==> src/rtl/fewcore_pkg.sv <==
// Shared fewcore definitions: RV32I opcode/funct3 constants, LSU state encoding
// and small decode helpers used by the load/store unit.
package fewcore_pkg;

  localparam int XLEN = 32;

  localparam logic [6:0] OP_LOAD  = 7'b0000011;
  localparam logic [6:0] OP_STORE = 7'b0100011;

  localparam logic [2:0] F3_B  = 3'b000;
  localparam logic [2:0] F3_H  = 3'b001;
  localparam logic [2:0] F3_W  = 3'b010;
  localparam logic [2:0] F3_BU = 3'b100;
  localparam logic [2:0] F3_HU = 3'b101;

  typedef enum logic [1:0] {
    LSU_IDLE,
    LSU_ACCESS,
    LSU_FAULT,
    LSU_DONE
  } lsu_state_e;

  function automatic logic op_valid(input logic [6:0] opcode, input logic [2:0] funct3);
    logic ok;
    ok = 1'b0;
    if (opcode == OP_LOAD)
      ok = (funct3 == F3_B) || (funct3 == F3_H) || (funct3 == F3_W) ||
           (funct3 == F3_BU) || (funct3 == F3_HU);
    else if (opcode == OP_STORE)
      ok = (funct3 == F3_B) || (funct3 == F3_H) || (funct3 == F3_W);
    return ok;
  endfunction

  // funct3[1:0] encodes access size for both loads and stores.
  function automatic logic is_misaligned(input logic [2:0] funct3, input logic [1:0] offset);
    logic mis;
    mis = 1'b0;
    case (funct3[1:0])
      2'b01:   mis = offset[0];
      2'b10:   mis = (offset != 2'b00);
      default: mis = 1'b0;
    endcase
    return mis;
  endfunction

endpackage

==> src/rtl/lsu_lane.sv <==
// Byte-lane steering: store replication, byte-enable generation and load
// extract/extend. Purely combinational so a cache front end can reuse it.
module lsu_lane
  import fewcore_pkg::*;
(
  input  logic [2:0]      funct3,
  input  logic [1:0]      offset,
  input  logic [XLEN-1:0] store_data,
  input  logic [XLEN-1:0] rdata,
  output logic [XLEN-1:0] wdata,
  output logic [3:0]      be,
  output logic [XLEN-1:0] load_data
);

  logic [XLEN-1:0] shifted;

  always_comb begin
    wdata = store_data;
    be    = 4'b1111;
    case (funct3[1:0])
      2'b00: begin
        wdata = {4{store_data[7:0]}};
        be    = 4'b0001 << offset;
      end
      2'b01: begin
        wdata = {2{store_data[15:0]}};
        be    = 4'b0011 << offset;
      end
      default: begin
        wdata = store_data;
        be    = 4'b1111;
      end
    endcase
  end

  always_comb begin
    shifted   = rdata >> {offset, 3'b000};
    load_data = shifted;
    case (funct3)
      F3_B:    load_data = {{24{shifted[7]}}, shifted[7:0]};
      F3_BU:   load_data = {24'h000000, shifted[7:0]};
      F3_H:    load_data = {{16{shifted[15]}}, shifted[15:0]};
      F3_HU:   load_data = {16'h0000, shifted[15:0]};
      default: load_data = shifted;
    endcase
  end

endmodule

==> src/rtl/lsu.sv <==
// fewcore load/store unit: one data-memory access per accepted request over a
// req/ack handshake, with misalignment faulting and registered outputs.
module lsu
  import fewcore_pkg::*;
(
  input  logic            clk,
  input  logic            rst_n,
  input  logic            start,
  input  logic [11:0]     operation,
  input  logic [XLEN-1:0] addr,
  input  logic [XLEN-1:0] store_data,
  output logic            mem_req,
  output logic            mem_we,
  output logic [XLEN-1:0] mem_addr,
  output logic [XLEN-1:0] mem_wdata,
  output logic [3:0]      mem_be,
  input  logic            mem_ack,
  input  logic [XLEN-1:0] mem_rdata,
  output logic            busy,
  output logic            done,
  output logic            misaligned,
  output logic [XLEN-1:0] load_data
);

  lsu_state_e state, state_next;

  logic [XLEN-1:0] addr_q;
  logic [XLEN-1:0] store_data_q;
  logic [2:0]      funct3_q;
  logic            we_q;

  logic [2:0]      funct3_in;
  logic [6:0]      opcode_in;
  logic            accept;
  logic            mis_in;

  logic [2:0]      lane_funct3;
  logic [1:0]      lane_offset;
  logic [XLEN-1:0] lane_store;
  logic [XLEN-1:0] lane_wdata;
  logic [3:0]      lane_be;
  logic [XLEN-1:0] lane_load;

  logic            unused_bits;

  assign funct3_in   = operation[9:7];
  assign opcode_in   = operation[6:0];
  assign accept      = (state == LSU_IDLE) && start && op_valid(opcode_in, funct3_in);
  assign mis_in      = is_misaligned(funct3_in, addr[1:0]);
  assign unused_bits = ^{operation[11:10], addr_q[XLEN-1:2]};

  // In IDLE the lane steers the incoming request so the memory outputs can be
  // registered on the accept edge; afterwards it works from the latched access.
  assign lane_funct3 = (state == LSU_IDLE) ? funct3_in  : funct3_q;
  assign lane_offset = (state == LSU_IDLE) ? addr[1:0]  : addr_q[1:0];
  assign lane_store  = (state == LSU_IDLE) ? store_data : store_data_q;

  lsu_lane u_lane (
    .funct3     (lane_funct3),
    .offset     (lane_offset),
    .store_data (lane_store),
    .rdata      (mem_rdata),
    .wdata      (lane_wdata),
    .be         (lane_be),
    .load_data  (lane_load)
  );

  always_ff @(posedge clk or negedge rst_n) begin
    if (!rst_n) state <= LSU_IDLE;
    else        state <= state_next;
  end

  always_comb begin
    state_next = state;
    case (state)
      LSU_IDLE:   if (accept) state_next = mis_in ? LSU_FAULT : LSU_ACCESS;
      LSU_ACCESS: if (mem_ack) state_next = LSU_DONE;
      LSU_FAULT:  state_next = LSU_IDLE;
      LSU_DONE:   state_next = LSU_IDLE;
      default:    state_next = LSU_IDLE;
    endcase
  end

  always_ff @(posedge clk or negedge rst_n) begin
    if (!rst_n) begin
      addr_q       <= '0;
      store_data_q <= '0;
      funct3_q     <= '0;
      we_q         <= 1'b0;
      mem_req      <= 1'b0;
      mem_we       <= 1'b0;
      mem_addr     <= '0;
      mem_wdata    <= '0;
      mem_be       <= '0;
      busy         <= 1'b0;
      done         <= 1'b0;
      misaligned   <= 1'b0;
      load_data    <= '0;
    end else begin
      case (state)
        LSU_IDLE: begin
          if (accept) begin
            addr_q       <= addr;
            store_data_q <= store_data;
            funct3_q     <= funct3_in;
            we_q         <= (opcode_in == OP_STORE);
            busy         <= 1'b1;
            if (mis_in) begin
              done       <= 1'b1;
              misaligned <= 1'b1;
            end else begin
              mem_req   <= 1'b1;
              mem_we    <= (opcode_in == OP_STORE);
              mem_addr  <= {addr[XLEN-1:2], 2'b00};
              mem_wdata <= lane_wdata;
              mem_be    <= lane_be;
            end
          end
        end
        LSU_ACCESS: begin
          if (mem_ack) begin
            mem_req   <= 1'b0;
            mem_we    <= 1'b0;
            mem_addr  <= '0;
            mem_wdata <= '0;
            mem_be    <= '0;
            done      <= 1'b1;
            load_data <= we_q ? '0 : lane_load;
          end
        end
        default: begin
          busy       <= 1'b0;
          done       <= 1'b0;
          misaligned <= 1'b0;
          load_data  <= '0;
        end
      endcase
    end
  end

endmodule

==> config.mk <==
export PLATFORM = sky130hd
export DESIGN_NAME = lsu
export DESIGN_NICKNAME = d
export VERILOG_FILES = /design/src/rtl/fewcore_pkg.sv /design/src/rtl/lsu_lane.sv /design/src/rtl/lsu.sv
export SDC_FILE = /design/constraint.sdc
export NUM_CORES = 1
export LEC_CHECK = 0
export CAP_MARGIN = 20
export CORE_ASPECT_RATIO = 1.1
export CORE_UTILIZATION = 40
export DETAILED_ROUTE_END_ITERATION = 10
export PLACE_DENSITY = 0.76
export SYNTH_ARGS = -nofsm -noshare
export SYNTH_HDL_FRONTEND = slang
export SYNTH_SLANG_ARGS = --single-unit
==> constraint.sdc <==
create_clock -name clk -period 3.5 [get_ports clk]
set_clock_uncertainty 0.05 [all_clocks]
set_input_delay 0.875 -clock clk [delete_from_list [all_inputs] [get_ports clk]]
set_output_delay 0.875 -clock clk [all_outputs]
set_load 0.005 [all_outputs]
==> results of run 1 <==
-- path summary, 6_finish.rpt --
check / slack [ps] / endpoint / start / cells after the start
min in group asynchronous: 530 / load_data[30] / rst_n / 1
worst min-delay path: 440 / busy / busy / 1
max in group asynchronous: 2090 / mem_wdata[15] / rst_n / 2
worst min register to register: 440 / busy / busy / 1
worst max register to register: 710 / load_data[28] / state[0] / 5
worst max-delay path: 480 / mem_wdata[1] / operation[7] / 9
-- flip-flops by register name, indices dropped and copies added (netlist names) --
register and count:
load_data 32, done 1, mem_req 1, mem_be 4
addr_q 2, mem_addr 30, state 2, mem_wdata 32
misaligned 1, mem_we 1, busy 1, funct3_q 3
we_q 1
-- stage by stage --
step           setup slack [ps]  area, um^2  instances  hold WS [ps]  power [W]
3_3_place_gp                172        7840        872           410    0.00224
4_1_cts                     497        8150        888           441    0.00336
2_1_floorplan               834        5510        503           424    0.00183
5_1_grt                     382        8160        889           460    0.00348
6_report                    476        8160        889           438    0.00333
3_5_place_dp                119        7840        872           423    0.00226
-- worst max-delay path, delay by kind of cell --
kind	cells	cell delay, ps
buf+inv	4	940
simple gates	2	680
compound gates	2	380
fa+ha+maj	1	300
-- layout make-up --
cell class,count,area share (%)
Multi-Input combinational cell,342,30.8
Tap cell,184,2.82
Inverter,6,0.276
Timing Repair Buffer,230,28.2
Clock inverter,6,0.905
Sequential cell,111,34.0
Clock buffer,10,2.93
-- power groups by stage --
stage	registers, W	clock network (W)	logic, W
floorplan	0.00144	0	0.000391
CTS	0.00143	0.00111	0.000815
global route	0.00144	0.00116	0.000881
detailed placement	0.00145	0	0.000811
global placement	0.00145	0	0.000793
finish	0.00143	0.00109	0.000815
-- cells by family (layout without fill, tap and decap cells) --
family                   count (synthesis)  after routing
other                                    1              2
adder cells (fa/ha/maj)                  3              3
buffers and inverters                   50            252
AO/OA/AOI/OAI                          205            205
multiplexers                            37             37
flip-flops                             111            111
AND/OR/NAND/NOR                         95             95
-- cells in the mapped netlist, types with 10 or more instances --
cell / n
nor2_1: 22
clkbuf_1: 24
o21ai_0: 23
a21oi_1: 37
o2bb2ai_1: 20
mux2i_1: 17
a22o_1: 53
mux2_2: 10
dfrtp_1: 111
buf_2: 13
a31oi_1: 17
nand2_1: 41
-- metal layers --
| layer | global-route usage (%) | up-vias | part of all wire [%] |
|---|---|---|---|
| met3 | 6.83 | 25 | 9.5 |
| met4 | 9.09 | 0 | 1.8 |
| met2 | 41.3 | 276 | 49 |
| li1 | - | 2314 | - |
| met5 | 0 | - | 0 |
| met1 | 30.4 | 2533 | 39 |
==> reports/metrics.cfg, run 1 <==
[drt]
wl_um=17400
viasPerCell=5.79
drtAntennaViolNets=0
drcViolationCount=0
first_iter_violations=443
wl_per_cell_um=19.6
drt-pass1-iter-count=5
vias=5148

[cells_and_area]
area_delta_synth_final_pct=48.1
drive_gt1_share_pct=9.22
final_cell_mix=clkdlybuf4s50_1, dfrtp_1, a22o_1
fin_nets=815
multi_input_area_um2=2510
seqCellArea_um2=2780
fillers=1122
utilization_pct=61.2
n_antenna_cell=0
layout.cells.most_common=clkdlybuf4s50_1

[clock_tree]
cts_root_buf=clkbuf_16
insertion_delay_ps=350
htreeDepth=3
ctsResizeCount=0
hold_buffers=0
post_cts_buffers=0
clk_pin_slew_ps=70
cts_buffers=9
cts_tree=yes
cts.sinks=111
clock_path_buffers=2

[global_routing]
grt_first_pass_wirelength_um=27300
grt_start_max_net_pins=58
grt_usage_pct=24.7
grt_overflow_total=0
first_global_vias=5104
antenna_found_initial=0

[worst_setup_path]
slowest_delay_ps=530
worstPathMaxFanout=56
critical_path_class=in -> reg
crit_arrival_ps=3210
path_cells=clkdlybuf4s50_1 > inv_1 > ha_1 > a21boi_0 > buf_4 > nor2b_1 > or3_2 > buf_12 > a22o_1
critPathSlowestCell=or3_2
start_kind=primary input
critPathCaptureType=flip-flop
required_ps=3690

[logic_synthesis]
ys.flop_type=dfrtp_1
postSynthAreaPerCell_um2=11.0
ys_seq_area_share_pct=50.4
synth_xor_area_share_pct=0
ys_async_sr_fraction_pct=100
synth.area.top_cells=dfrtp_1, a22o_1, a21oi_1
synth_area_um2=5510
netlist.area_leader.share_pct=50.4
synth_warnings=0
synthAdderAreaFrac_pct=0.682
synth_top_family_by_area=compound AO/OA/AOI/OAI gates
synth_compound_area_share_pct=27.0
synth_top_cell_by_area=dfrtp_1
synth-simple-area-share_pct=8.43
synth-seq-cells=111
synthMuxAreaShare_pct=8.93
ys_types=61
synth_cells=502
synth_edf_count=0

[outcome]
outcome=completed

[pwr]
p_sw_share_pct=28.0
netSwitchingPower_w=0.000933
seqPwrFrac_pct=42.9
clkPwrFrac_pct=32.6
peakVddDrop_v=0.000201
powerDensity_nw_per_um2=408
internal-power_w=0.00240
power.leakage_nw=3.58
combinationalPowerShare_pct=24.5

[floorplan]
num_io_pins=217
die_h_um=125
rows=44
die-area_um2=14200
dieWidth_um=114
core_um2=13300
initial_core_util_pct=41.3

[job]
max_cap_violations=0

[placed_design]
dp_hpwl_um=12300
routabilityCongestion=0.885
io_buffers=212

[sta]
report.final.slew_viol_count=0
final.setup.tns_ps=0
slew_headroom_pct=37.2
rsz0062_at_grt=no
setup_viol=0
tightestPinTransition_ps=938
fin_crit_sh_pct=86.4
hold_viol=0
fmax_ghz=0.331
fin_crit_ps=3020

[worst_hold_path]
hold_class=reg -> reg

Power figures use the tool's default switching activity.
==> inputs of run 2 (changes only) <==
SLEW_MARGIN = 20   (was not set)
==> run 2 against run 1 <==
Core utilization did not move. Critical path type unchanged. Largest cell class unchanged. Die area is the same. Routed wire length hardly changed. First-iteration DRC count decreased by 27%.
==> reports/metrics.cfg, run 2 (synthesized netlist as in run 1, its figures left out) <==
[sta]
hold_viol=0  ; unchanged
setup_viol=0  ; unchanged
fin_crit_sh_pct=86.2  ; was 86.4%
fin_crit_ps=3020  ; about the same
slew_headroom_pct=36.0  ; was 37.2%
final.setup.tns_ps=0  ; unchanged
fmax_ghz=0.331  ; about the same
tightestPinTransition_ps=955  ; was 938 ps
report.final.slew_viol_count=0  ; unchanged
rsz0062_at_grt=no  ; unchanged

[global_routing]
grt_start_max_net_pins=58  ; unchanged
first_global_vias=5104  ; unchanged
antenna_found_initial=0  ; unchanged
grt_first_pass_wirelength_um=27300  ; unchanged
grt_usage_pct=24.7  ; unchanged
grt_overflow_total=0  ; unchanged

[worst_setup_path]
crit_arrival_ps=3210  ; about the same
critical_path_class=in -> reg  ; unchanged
critPathSlowestCell=or3_2  ; unchanged
critPathCaptureType=flip-flop  ; unchanged
worstPathMaxFanout=56  ; unchanged
crit_family=buffers and inverters  ; unchanged
required_ps=3690  ; about the same
start_kind=primary input  ; unchanged
critPathBufInv=4  ; unchanged
slowest_delay_ps=530  ; about the same
path_cells=clkdlybuf4s50_1 > inv_1 > ha_1 > a21boi_0 > buf_4 > nor2b_1 > or3_2 > buf_12 > a22o_1  ; unchanged

[cells_and_area]
fillers=1122  ; unchanged
drive_gt1_share_pct=9.23  ; was 9.22%
final_cell_mix=clkdlybuf4s50_1, dfrtp_1, a22o_1  ; unchanged
n_antenna_cell=0  ; unchanged
area_delta_synth_final_pct=48.1  ; unchanged
biggestRegsByFlops=load_data x32, mem_wdata x32, mem_addr x30  ; unchanged
layout.cells.most_common=clkdlybuf4s50_1  ; unchanged
multi_input_area_um2=2520  ; was 2510 um^2
final_area_um2=8160  ; unchanged
seqCellArea_um2=2780  ; unchanged
fin_nets=814  ; was 815

[clock_tree]
clk_pin_slew_ps=80  ; was 70 ps
post_cts_buffers=0  ; unchanged
htreeDepth=3  ; unchanged
cts.sinks=111  ; unchanged
hold_buffers=0  ; unchanged
clock_path_buffers=2  ; unchanged
cts_root_buf=clkbuf_16  ; unchanged
cts_buffers=9  ; unchanged
cts_tree=yes  ; unchanged
ctsResizeCount=0  ; unchanged
insertion_delay_ps=350  ; about the same

[drt]
drcViolationCount=0  ; unchanged
viasPerCell=5.76  ; was 5.79
drt-pass1-iter-count=5  ; unchanged
first_iter_violations=325  ; was 443
vias=5115  ; was 5148
drtAntennaViolNets=0  ; unchanged
wl_per_cell_um=19.6  ; about the same
wl_um=17400  ; about the same

[placed_design]
io_buffers=212  ; unchanged
dpl_cell_area_um2=7840  ; unchanged
routabilityCongestion=0.885  ; unchanged
dp_hpwl_um=12300  ; unchanged

[pwr]
power.leakage_nw=3.58  ; about the same
peakVddDrop_v=0.000200  ; was 0.000201 V
powerDensity_nw_per_um2=408  ; about the same

[worst_hold_path]
hold_class=reg -> reg  ; unchanged

[floorplan]
die_h_um=125  ; unchanged
core_um2=13300  ; unchanged
dieWidth_um=114  ; unchanged
initial_core_util_pct=41.3  ; unchanged
rows=44  ; unchanged
num_io_pins=217  ; unchanged
die-area_um2=14200  ; unchanged

[outcome]
outcome=completed  ; unchanged

[job]
max_cap_violations=0  ; unchanged

==> run 2: report_power, final <==
group | internal, W | switching [W]
Clock | 0.000587 | 0.000500
Sequential | 0.00137 | 0.0000631
Combinational | 0.000443 | 0.000372
==> run 2: worst register-to-register path, stage by stage (launching register included) <==
cell and delay [ps]:
dfrtp_1 790, or2_1 460, mux2_4 430, mux2_4 350
a21oi_4 420, a31oi_1 170
==> run 2: area by class of cell <==
class | instances | share of cell area (%)
clock inverter | 6 | 0.905
tap | 184 | 2.82
clock buffer | 10 | 2.93
multi-input combinational | 342 | 30.9
timing repair buffer | 229 | 28.2
inverter | 6 | 0.276
sequential | 111 | 34.0
==> run 2: final timing paths <==
kind | start | endpoint | slack [ps] | cells past startpoint
worst min-delay path | busy | busy | 440 | 1
max in group asynchronous | rst_n | mem_wdata[17] | 2090 | 2
worst max register to register | state[0] | load_data[28] | 690 | 5
worst max-delay path | operation[7] | mem_wdata[1] | 480 | 9
worst min register to register | busy | busy | 440 | 1
min in group asynchronous | rst_n | load_data[30] | 530 | 1
==> run 2: stage by stage <==
stage | total power [W] | util [%] | worst slack [ps] | std cells | hold slack, ps
2_1_floorplan | 0.00183 | - | 834 | 503 | 424
5_1_grt | 0.00348 | 61.2 | 382 | 888 | 460
3_3_place_gp | 0.00224 | 58.8 | 172 | 872 | 410
6_report | 0.00333 | 61.2 | 483 | 888 | 438
3_5_place_dp | 0.00226 | 58.8 | 119 | 872 | 423
4_1_cts | 0.00336 | 61.2 | 497 | 888 | 441
==> run 2: metal layers <==
layer	vias to the layer above	part of all wire [%]	wire (um)	global-route usage (%)
met5	-	0	0	0
met4	0	2.2	385	9.09
met3	32	9.3	1620	6.83
met2	266	49	8550	41.3
met1	2505	39	6850	30.4
li1	2312	-	-	-
==> inputs of run 3 (changes only) <==
GPL_TIMING_DRIVEN = 1   (was not set)
SETUP_SLACK_MARGIN = 0.1   (was not set)
SLEW_MARGIN = not set   (was 20)
==> results of run 3 <==
The final DEF is identical to that of run 1; final timing and power are the same.
